[src/rtl/rr_arbiter_8.sv]
// rtl/rr_arbiter_8.sv - 8-way round-robin arbiter with registered grant code and one-hot select
// Define ARB_TIMEOUT_EN to add a watchdog that force-releases a grant after TIMEOUT busy cycles.
module rr_arbiter_8 #(
   parameter int N_REQ  = 8,
   parameter int CODE_W = $clog2(N_REQ)
`ifdef ARB_TIMEOUT_EN
   ,
   parameter int TIMEOUT = 16
`endif
) (
   input  logic              clk,
   input  logic              rst,
   input  logic [N_REQ-1:0]  req,
   input  logic              done,
   output logic              gnt_valid,
   output logic [CODE_W-1:0] gnt_code,
   output logic [N_REQ-1:0]  gnt_onehot,
   output logic              busy,
   output logic              timeout
);

   typedef enum logic {IDLE = 1'b0, BUSY = 1'b1} state_t;

   state_t            state_q, state_d;
   logic [CODE_W-1:0] ptr_q, ptr_d;
   logic [CODE_W-1:0] gnt_code_q, gnt_code_d;
   logic              gnt_valid_q, gnt_valid_d;
   logic [CODE_W-1:0] win_code, cand;
   logic              win_found;
   logic              normal_rel, forced_rel;

   // Scan from the highest offset down so the lowest offset from ptr wins last.
   always_comb begin
      win_found = 1'b0;
      win_code  = '0;
      cand      = '0;
      for (int i = N_REQ - 1; i >= 0; i--) begin
         cand = ptr_q + CODE_W'(i);
         if (req[cand]) begin
            win_found = 1'b1;
            win_code  = cand;
         end
      end
   end

   assign normal_rel = done || !req[gnt_code_q];

`ifdef ARB_TIMEOUT_EN
   logic [7:0] wdog_q, wdog_d;
   logic       timeout_q, timeout_d;

   assign forced_rel = (wdog_q == 8'(TIMEOUT - 1));

   // A done or owner drop on the limit cycle is an ordinary release, so no pulse.
   always_comb begin
      wdog_d    = '0;
      timeout_d = 1'b0;
      if (state_q == BUSY) begin
         wdog_d    = wdog_q + 8'd1;
         timeout_d = forced_rel && !normal_rel;
      end
   end

   always_ff @(posedge clk) begin
      if (rst) begin
         wdog_q    <= '0;
         timeout_q <= 1'b0;
      end else begin
         wdog_q    <= wdog_d;
         timeout_q <= timeout_d;
      end
   end

   assign timeout = timeout_q;
`else
   assign forced_rel = 1'b0;
   assign timeout    = 1'b0;
`endif

   always_comb begin
      state_d     = state_q;
      ptr_d       = ptr_q;
      gnt_code_d  = gnt_code_q;
      gnt_valid_d = gnt_valid_q;
      case (state_q)
         IDLE: begin
            if (win_found) begin
               state_d     = BUSY;
               gnt_code_d  = win_code;
               gnt_valid_d = 1'b1;
            end
         end
         BUSY: begin
            if (normal_rel || forced_rel) begin
               state_d     = IDLE;
               gnt_valid_d = 1'b0;
               ptr_d       = gnt_code_q + CODE_W'(1);
            end
         end
      endcase
   end

   always_ff @(posedge clk) begin
      if (rst) begin
         state_q     <= IDLE;
         ptr_q       <= '0;
         gnt_code_q  <= '0;
         gnt_valid_q <= 1'b0;
      end else begin
         state_q     <= state_d;
         ptr_q       <= ptr_d;
         gnt_code_q  <= gnt_code_d;
         gnt_valid_q <= gnt_valid_d;
      end
   end

   assign gnt_valid  = gnt_valid_q;
   assign gnt_code   = gnt_code_q;
   assign busy       = (state_q == BUSY);
   assign gnt_onehot = gnt_valid_q ? (N_REQ'(1) << gnt_code_q) : '0;

endmodule

[config.mk]
export PLATFORM = sky130hd
export DESIGN_NAME = rr_arbiter_8
export DESIGN_NICKNAME = d
export VERILOG_FILES = /design/src/rtl/rr_arbiter_8.sv
export SDC_FILE = /design/constraint.sdc
export NUM_CORES = 1
export LEC_CHECK = 0
export CAP_MARGIN = 20
export CORE_MARGIN = 4
export CORE_UTILIZATION = 30
export CTS_CLUSTER_DIAMETER = 100
export CTS_CLUSTER_SIZE = 8
export DETAILED_ROUTE_END_ITERATION = 6
export GPL_TIMING_DRIVEN = 0
export PLACE_DENSITY_LB_ADDON = 0.15
export SLEW_MARGIN = 10
export SYNTH_ARGS = -nofsm -noshare
export SYNTH_HDL_FRONTEND = slang
export SYNTH_SLANG_ARGS = --single-unit
export TNS_END_PERCENT = 50
[constraint.sdc]
create_clock -name clk -period 3.1 [get_ports clk]
set_input_delay 0.31 -clock clk [delete_from_list [all_inputs] [get_ports clk]]
set_output_delay 0.31 -clock clk [all_outputs]
set_load 0.02 [all_outputs]
# After elaboration in Yosys (flattened, before gate mapping)

Cells that the tools add are included.

Add/subtract/negate cells: 8
Equal/unequal tests: 2
Reduce and logical (&&, ||, !) cells: 5
Magnitude comparators: 9
Multiplexer cells: 41
Shifts and indexed selects: 1
Bitwise logic cells: 1

Operator list:

| operator                                                   | number |
|---|---|
| less-than comparator 3 x 4 -> 1 bit, second input constant | 9 |
| binary-select mux 1 bit (select 3 bit)                     | 9 |
| two-way mux 3 bit                                          | 8 |
| two-way mux 1 bit                                          | 21 |
| adder 3 bit, second input constant                         | 4 |
| two-way mux 8 bit                                          | 1 |
| << shifter 1 x 3 -> 8 bit, first input constant            | 1 |
| adder 3 x 1 -> 3 bit, second input constant                | 2 |
| adder 3 x 2 -> 3 bit, second input constant                | 2 |
| AND reduction 2 bit                                        | 3 |
| case mux 1 bit (2 select lines)                            | 2 |
| inequality test 2 x 1 -> 1 bit, second input constant      | 1 |
| inequality test 2 bit, second input constant               | 1 |
| zero test 1 bit                                            | 1 |
| logical OR 1 bit                                           | 1 |
| NOT 1 bit                                                  | 1 |

Output and inout bits: 14
Input port bits: 11
Register bits after elaboration: 8

# Logic depth before layout (Yosys ltp)

Gate-level depths: netlist of run 1.

Depth after elaboration: 13
Mapped depth: 13

# Worst setup path after synthesis of run 1

No wires, ideal clock.

Path type: register -> register
Start: reg ptr_q[0]
End: reg gnt_code_q[1], in the netlist gnt_code[1]
Slack: 0.462 ns
Arrival time: 2.565 ns
Cell stages (with the launch flop): 13
Required time: 3.027 ns
Buffers on the path: 4
Cells stage by stage: dfxtp_1 > buf_6 > clkbuf_8 > clkbuf_8 > inv_1 > ha_1 > buf_6 > mux4_2 > mux2_2 > nor3_2 > a211oi_1 > a2111o_1 > o211ai_2

Longest elaborated chain between the ends: 12
Elaborated cells between the ends (all ways): 40
Those cells by class: add/sub: 7; mux: 32; reduce/logical: 1

RTL lines:

| element                                 | RTL line | source |
|---|---|---|
| from (decl)                             | 25       | `logic [CODE_W-1:0] ptr_q, ptr_d;` |
| from (signal assigned)                  | 111      | `ptr_q <= ptr_d;` |
| adder 3 bit                             | 38       | `cand = ptr_q + CODE_W'(i);` |
| binary-select mux 1 bit (select 3 bit)  | 39       | `if (req[cand]) begin` |
| two-way mux 1 bit (not written as such) | 39       |  |
| two-way mux 1 bit (8 in series)         | 39       |  |
| AND reduction 2 bit (no source line)    | -        |  |
| to (signal assigned)                    | 112      | `gnt_code_q <= gnt_code_d;` |
| to (decl)                               | 26       | `logic [CODE_W-1:0] gnt_code_q, gnt_code_d;` |

Parallel ways exist; a longest one is shown, timed or not. The select of a mux whose other input is x is not followed.
A chain may end at the register's enable or synchronous reset.

# Final worst setup path of run 1

Start: reg ptr_q[0]
End: reg gnt_code_q[0], in the netlist gnt_code[0]

Same word-level chain as after synthesis.

==> flow_metrics.env, run 1 <==
export IMPL_cts_buffers=3
export IMPL_seqPwrFrac=0.171
export IMPL_drv_cap=0
export IMPL_coreArea_um2=4755
export IMPL_utilization=0.3953
export IMPL_vias_per_cell=5.496
export IMPL_timing_final_crit_share=0.9111
export IMPL_p_clk_frac=0.148
export IMPL_final_common_cell="clkdlybuf4s50_1"
export IMPL_final_setup_tns_ns=0
export IMPL_wl_met1_um=1781
export IMPL_reg2reg_slack_ns=0.28
export IMPL_synth_avg_cell_area_um2=9.844
export IMPL_crit_path_max_fanout=10
export IMPL_antenna_found_initial=0
export IMPL_dieArea_um2=6145
export IMPL_drc_errors=0
export IMPL_post_dp_hpwl_um=3163
export IMPL_synth_ff_type="dfxtp_1"
export IMPL_synthesis_nets=170
export IMPL_ir_drop_uv=180.6
export IMPL_worstMarginPinSlew_ns=0.5490
export IMPL_postSynthCellCount=151
export IMPL_synth_cell_types=49
export IMPL_grt_max_degree=11
export IMPL_hp_class="reg2reg"
export IMPL_dr_pass1_iters=4
export IMPL_worstPathArrival_ns=2.97
export IMPL_final_cell_mix="23 x clkdlybuf4s50_1, 14 x mux4_2, 11 x inv_1, 10 x a21oi_1"
export IMPL_whs_ns=0.5266
export IMPL_n_antenna_cell=0
export IMPL_cts_root_buf="clkbuf_8"
export IMPL_synth_area_um2=1486
export IMPL_portBuffers=23
export IMPL_fin_skew_ns=0.004129
export IMPL_top_level_ports=25
export IMPL_leakagePower_nw=0.7142
export IMPL_wl_met3_um=84
export IMPL_power_density_nw_per_um2=449.9
export IMPL_final_nets=200
export IMPL_wirelength_um=4014
export IMPL_synthSimpleGateAreaFrac=0.1717
export IMPL_hold_violations=0
export IMPL_gp_congestion=0.8002
export IMPL_synth_seq_area_share=0.1077
export IMPL_worst_skew_pair_late_latency_ns=0.23
export IMPL_cts_tree="built"
export IMPL_syn_to_final_growth_pct=26.43
export IMPL_power_internal_w=0.0004837
export IMPL_synthMuxAreaShare=0.3544
export IMPL_synth_edf_count=0
export IMPL_synthAdderAreaFrac=0.06734
export IMPL_synthXorXnorAreaFrac=0.03030
export IMPL_synth_top_family_by_area="multiplexers"
export IMPL_grt_usage=0.1363
export IMPL_grt_pass1_vias=1350
export IMPL_p_sw_frac=0.4278
export IMPL_die_height_um=78.39
export IMPL_dr_wl_met2_um=2126
export IMPL_grt_overflow_total=0
export IMPL_ys_seq_elements=8
export IMPL_num_fill_cells=506
export IMPL_period_minus_slack_ns=2.824
export IMPL_wire_per_inst_um=16.32
export IMPL_antenna_left=0
export IMPL_top_layer="met4"
export IMPL_path_class="reg2reg"
export IMPL_critPathLaunchType="flip-flop"
export IMPL_slew_headroom=0.6340
export IMPL_power_share_combinational=0.681
export IMPL_clock_fmax_ghz=0.3541
export IMPL_num_rows=25
export IMPL_start_util=0.3126
export IMPL_rsz0062_at_grt="no"
export IMPL_drt_iter0_markers=102
export IMPL_hold_buffers=0
export IMPL_synth_compound_area_share=0.1742
export IMPL_power_switching_w=0.0003617
export IMPL_vias=1352
export IMPL_status="complete, no violations"
export IMPL_synth_warnings=0
export IMPL_clk_path_buf_depth=2
export IMPL_setup_viol_count_final=0
export IMPL_clk_pin_slew_ns=0.04
export IMPL_cts_sinks=8
export IMPL_async_flop_share=0
export IMPL_drive_gt1_frac=0.2458
export IMPL_htree_levels=1
export IMPL_grt_pass1_wl_um=6734
export IMPL_crit_path_end_kind="flip-flop"
export IMPL_chipWidth_um=78.39
export IMPL_cp_required_ns=3.24
export IMPL_drv_slew=0
-- per-stage QoR --
step	worst slack, ns	area (µm²)	cells	power (W)
after floorplan	0.4618	1486	151	0.0005537
after global placement	0.09580	1800	241	0.0006937
after detailed placement	0.04997	1800	241	0.0006999
after CTS	0.03421	1842	244	0.0008256
after global routing	0.09250	1879	246	0.0009096
final	0.2756	1879	246	0.0008454
-- cell families after synthesis --
group | Yosys count
compound gates | 35
xor+xnor | 3
fa+ha+maj | 8
buf+inv | 21
flops | 8
mux | 31
other cells | 1
simple gates | 44
-- registers in the layout, indices dropped and copies added (netlist names) --
| signal | count |
|---|---|
| ptr_q | 3 |
| gnt_valid | 1 |
| busy | 1 |
| gnt_code | 3 |
-- worst max-delay path: stages (launching register included) --
cell      delay, ns
dfxtp_1        0.34
buf_6          0.11
clkbuf_8       0.14
clkbuf_8       0.17
inv_1          0.07
ha_1           0.31
buf_6          0.14
buf_2          0.18
nor3b_1        0.15
mux2i_1        0.15
nand4_1        0.19
o31a_1         0.36
o21ba_1        0.20
a221oi_2       0.22
-- power groups by stage --
stage,Clock (W),Sequential (W),Combinational [W]
3_5_place_dp,0,0.000147,0.000553
4_1_cts,0.000126,0.000145,0.000555
2_1_floorplan,0,0.000153,0.000401
3_3_place_gp,0,0.000147,0.000547
6_report,0.000125,0.000145,0.000576
5_1_grt,0.000133,0.000148,0.000628
-- cells in the mapped netlist, types with 4 or more instances --
library cell | number | share of area
nor2_1 | 6 | 0.015
nor3b_1 | 4 | 0.020
nand2_1 | 8 | 0.020
nand3_1 | 4 | 0.013
mux2_2 | 7 | 0.053
dfxtp_1 | 8 | 0.11
a21oi_1 | 10 | 0.034
mux2i_1 | 8 | 0.054
and3_1 | 6 | 0.025
o21ai_0 | 5 | 0.017
inv_1 | 11 | 0.028
mux4_2 | 14 | 0.21
ha_1 | 8 | 0.067
-- cell type report --
class | count | area, µm² | share of cell area
Inverter | 11 | 41.29 | 0.02197
Tap cell | 67 | 83.83 | 0.04461
Multi-Input combinational cell | 122 | 1209 | 0.6431
Timing Repair Buffer | 26 | 252.7 | 0.1345
Buffer | 9 | 91.34 | 0.04860
Sequential cell | 8 | 160.2 | 0.08522
Clock buffer | 3 | 41.29 | 0.02197
-- timing repair --
| action | in CTS | in global routing |
|---|---|---|
| setup endpoints to repair | 0 | 3 |
| resized for setup | 0 | 6 |
| setup buffers | 0 | 3 |
-- worst paths after layout --
| check | startpoint | to | cells after the start |
|---|---|---|---|
| worst min register to register | busy | busy | 1 |
| worst max register to register | ptr_q[0] | gnt_code[0] | 13 |
| worst max-delay path | ptr_q[0] | gnt_code[0] | 13 |
| worst min-delay path | busy | busy | 1 |
-- per-layer routing --
layer,global-route usage,vias to the layer above
met2,0.2286,22
met3,0.01950,2
li1,-,649
met4,0.02448,0
met1,0.1879,679
met5,0,-
No activity file was read; power rests on OpenSTA's default activity.
==> run 2: changes to the inputs <==
- SETUP_SLACK_MARGIN: unset -> 0.3
==> flow_metrics.env, run 2 (synthesis gave the netlist of run 1 again) <==
export IMPL_status="complete, no violations"
export IMPL_hp_class="reg2reg"
export IMPL_path_class="reg2reg"
export IMPL_cts_buffers=3
export IMPL_antenna_found_initial=0
export IMPL_grt_pass1_vias=1391
export IMPL_cp_required_ns=3.24
export IMPL_drt_iter0_markers=147
export IMPL_reg2reg_slack_ns=0.44
export IMPL_portBuffers=23
export IMPL_coreArea_um2=4755
export IMPL_p_sw_frac=0.4157
export IMPL_post_dp_hpwl_um=3163
export IMPL_drv_cap=0
export IMPL_chipWidth_um=78.39
export IMPL_power_share_combinational=0.705
export IMPL_grt_max_degree=11
export IMPL_cts_root_buf="clkbuf_8"
export IMPL_n_antenna_cell=0
export IMPL_cts_sinks=8
export IMPL_cts_tree="built"
export IMPL_reg2reg_depth=11
export IMPL_critPathLaunchType="flip-flop"
export IMPL_slew_headroom=0.6310
export IMPL_r2r_start="ptr_q[1]"
export IMPL_fin_ws_ns=0.4387
export IMPL_timing_rr_end="gnt_code[0]"
export IMPL_min_delay_start="busy"
export IMPL_start_util=0.3126
export IMPL_drv_slew=0
export IMPL_seqPwrFrac=0.159
export IMPL_final_setup_tns_ns=0
export IMPL_final_common_cell="clkdlybuf4s50_1"
export IMPL_utilization=0.4237
export IMPL_num_rows=25
export IMPL_min_path_cells=1
export IMPL_power_w=0.0009173
export IMPL_power_switching_w=0.0003813
export IMPL_power_internal_w=0.0005359
export IMPL_final_cell_mix="23 x clkdlybuf4s50_1, 14 x mux4_2, 14 x buf_4, 10 x a21oi_1, 9 x inv_1"
export IMPL_preCtsSetupSlack_ns=0.04997
export IMPL_final_nets=211
export IMPL_htree_levels=1
export IMPL_dieArea_um2=6145
export IMPL_die_height_um=78.39
export IMPL_worst_skew_pair_late_latency_ns=0.23
export IMPL_leakagePower_nw=0.7854
export IMPL_vias=1401
export IMPL_clk_pin_slew_ns=0.04
export IMPL_dr_pass1_iters=4
export IMPL_fin_skew_ns=0.005964
export IMPL_min_to="busy"
export IMPL_grt_pass1_wl_um=6865
export IMPL_wire_per_inst_um=16.30
export IMPL_rsz0062_at_grt="no"
export IMPL_vias_per_cell=5.451
export IMPL_drc_errors=0
export IMPL_crit_path_max_fanout=10
export IMPL_grt_overflow_total=0
export IMPL_setup_viol_count_final=0
export IMPL_syn_to_final_growth_pct=35.52
export IMPL_worstMarginPinSlew_ns=0.5535
export IMPL_hold_violations=0
export IMPL_antenna_left=0
export IMPL_p_clk_frac=0.137
export IMPL_clk_path_buf_depth=2
export IMPL_ir_drop_uv=181.8
export IMPL_drive_gt1_frac=0.3105
export IMPL_top_level_ports=25
export IMPL_timing_final_crit_share=0.8585
export IMPL_clock_fmax_ghz=0.3758
export IMPL_worstPathArrival_ns=2.80
export IMPL_crit_path_end_kind="flip-flop"
export IMPL_power_density_nw_per_um2=455.3
export IMPL_gp_congestion=0.8002
export IMPL_period_minus_slack_ns=2.661
export IMPL_hold_buffers=0
export IMPL_grt_usage=0.1380
export IMPL_wirelength_um=4188
[run 2: changes by cell type in the layout (fill, tap and decap cells not counted), sizes merged]
cell,previous run,this run
clkbuf,7,8
inv,11,10
buf,8,18
clkinvlp,0,1
[run 2: worst max-delay path, stage by stage (launching register included)]
cell and delay (ns):
dfxtp_1 0.34, buf_6 0.12, buf_12 0.13, clkinvlp_4 0.14, ha_4 0.30, buf_6 0.12, mux4_2 0.35, mux2_4 0.31
a221oi_2 0.25, o31a_1 0.20, o21ai_1 0.08, a221oi_2 0.23
[run 2: power groups by stage]
stage          sequential, W  clock, W  combinational (W)
2_1_floorplan       0.000153         0           0.000401
3_3_place_gp        0.000147         0           0.000547
3_5_place_dp        0.000147         0           0.000553
4_1_cts             0.000145  0.000126           0.000591
5_1_grt             0.000149  0.000133           0.000697
6_report            0.000145  0.000125           0.000646
[run 2: routing by layer]
layer  global-route usage  share of wire  routed length (µm)
met1               0.1864           0.42                1774
met2               0.2363           0.54                2242
met3              0.01950          0.034                 142
met4              0.02448         0.0067                  28
met5                    0              0                   0
[run 2: cell type report]
type                    instances  area, µm²
flip-flops and latches          8      161.4
repair buffers                 36      327.8
well taps                      67      83.83
plain buffers                  10      125.1
multi-input cells             122       1230
clock buffers                   3      41.29
fillers                       485       2740
inverters                      11      45.04
[run 2: what timing repair did]
| item | CTS | global route |
|---|---|---|
| setup buffers | 5 | 8 |
| setup endpoints to repair | 3 | 3 |
| pin swaps | 4 | 3 |
| gates resized for setup | 8 | 10 |
| gates cloned | 0 | 0 |
[run 2: worst max path at each step]
stage	cells past startpoint	to	startpoint	slack, ns
3_3_place_gp	12	gnt_code[0]	ptr_q[1]	0.1
4_1_cts	11	gnt_code[0]	ptr_q[1]	0.30
6_report	11	gnt_code[0]	ptr_q[1]	0.44
2_1_floorplan	12	gnt_code[1]	ptr_q[0]	0.46
5_1_grt	11	gnt_code[0]	ptr_q[1]	0.31
3_5_place_dp	12	gnt_code[0]	ptr_q[1]	0.05
[run 2: per-stage QoR]
step,std cells,hold WS [ns],instance area [µm²]
2_1_floorplan,151,0.3762,1486
6_report,257,0.5200,2014
3_5_place_dp,241,0.5154,1800
4_1_cts,249,0.5307,1917
5_1_grt,257,0.5507,2014
3_3_place_gp,241,0.5116,1800
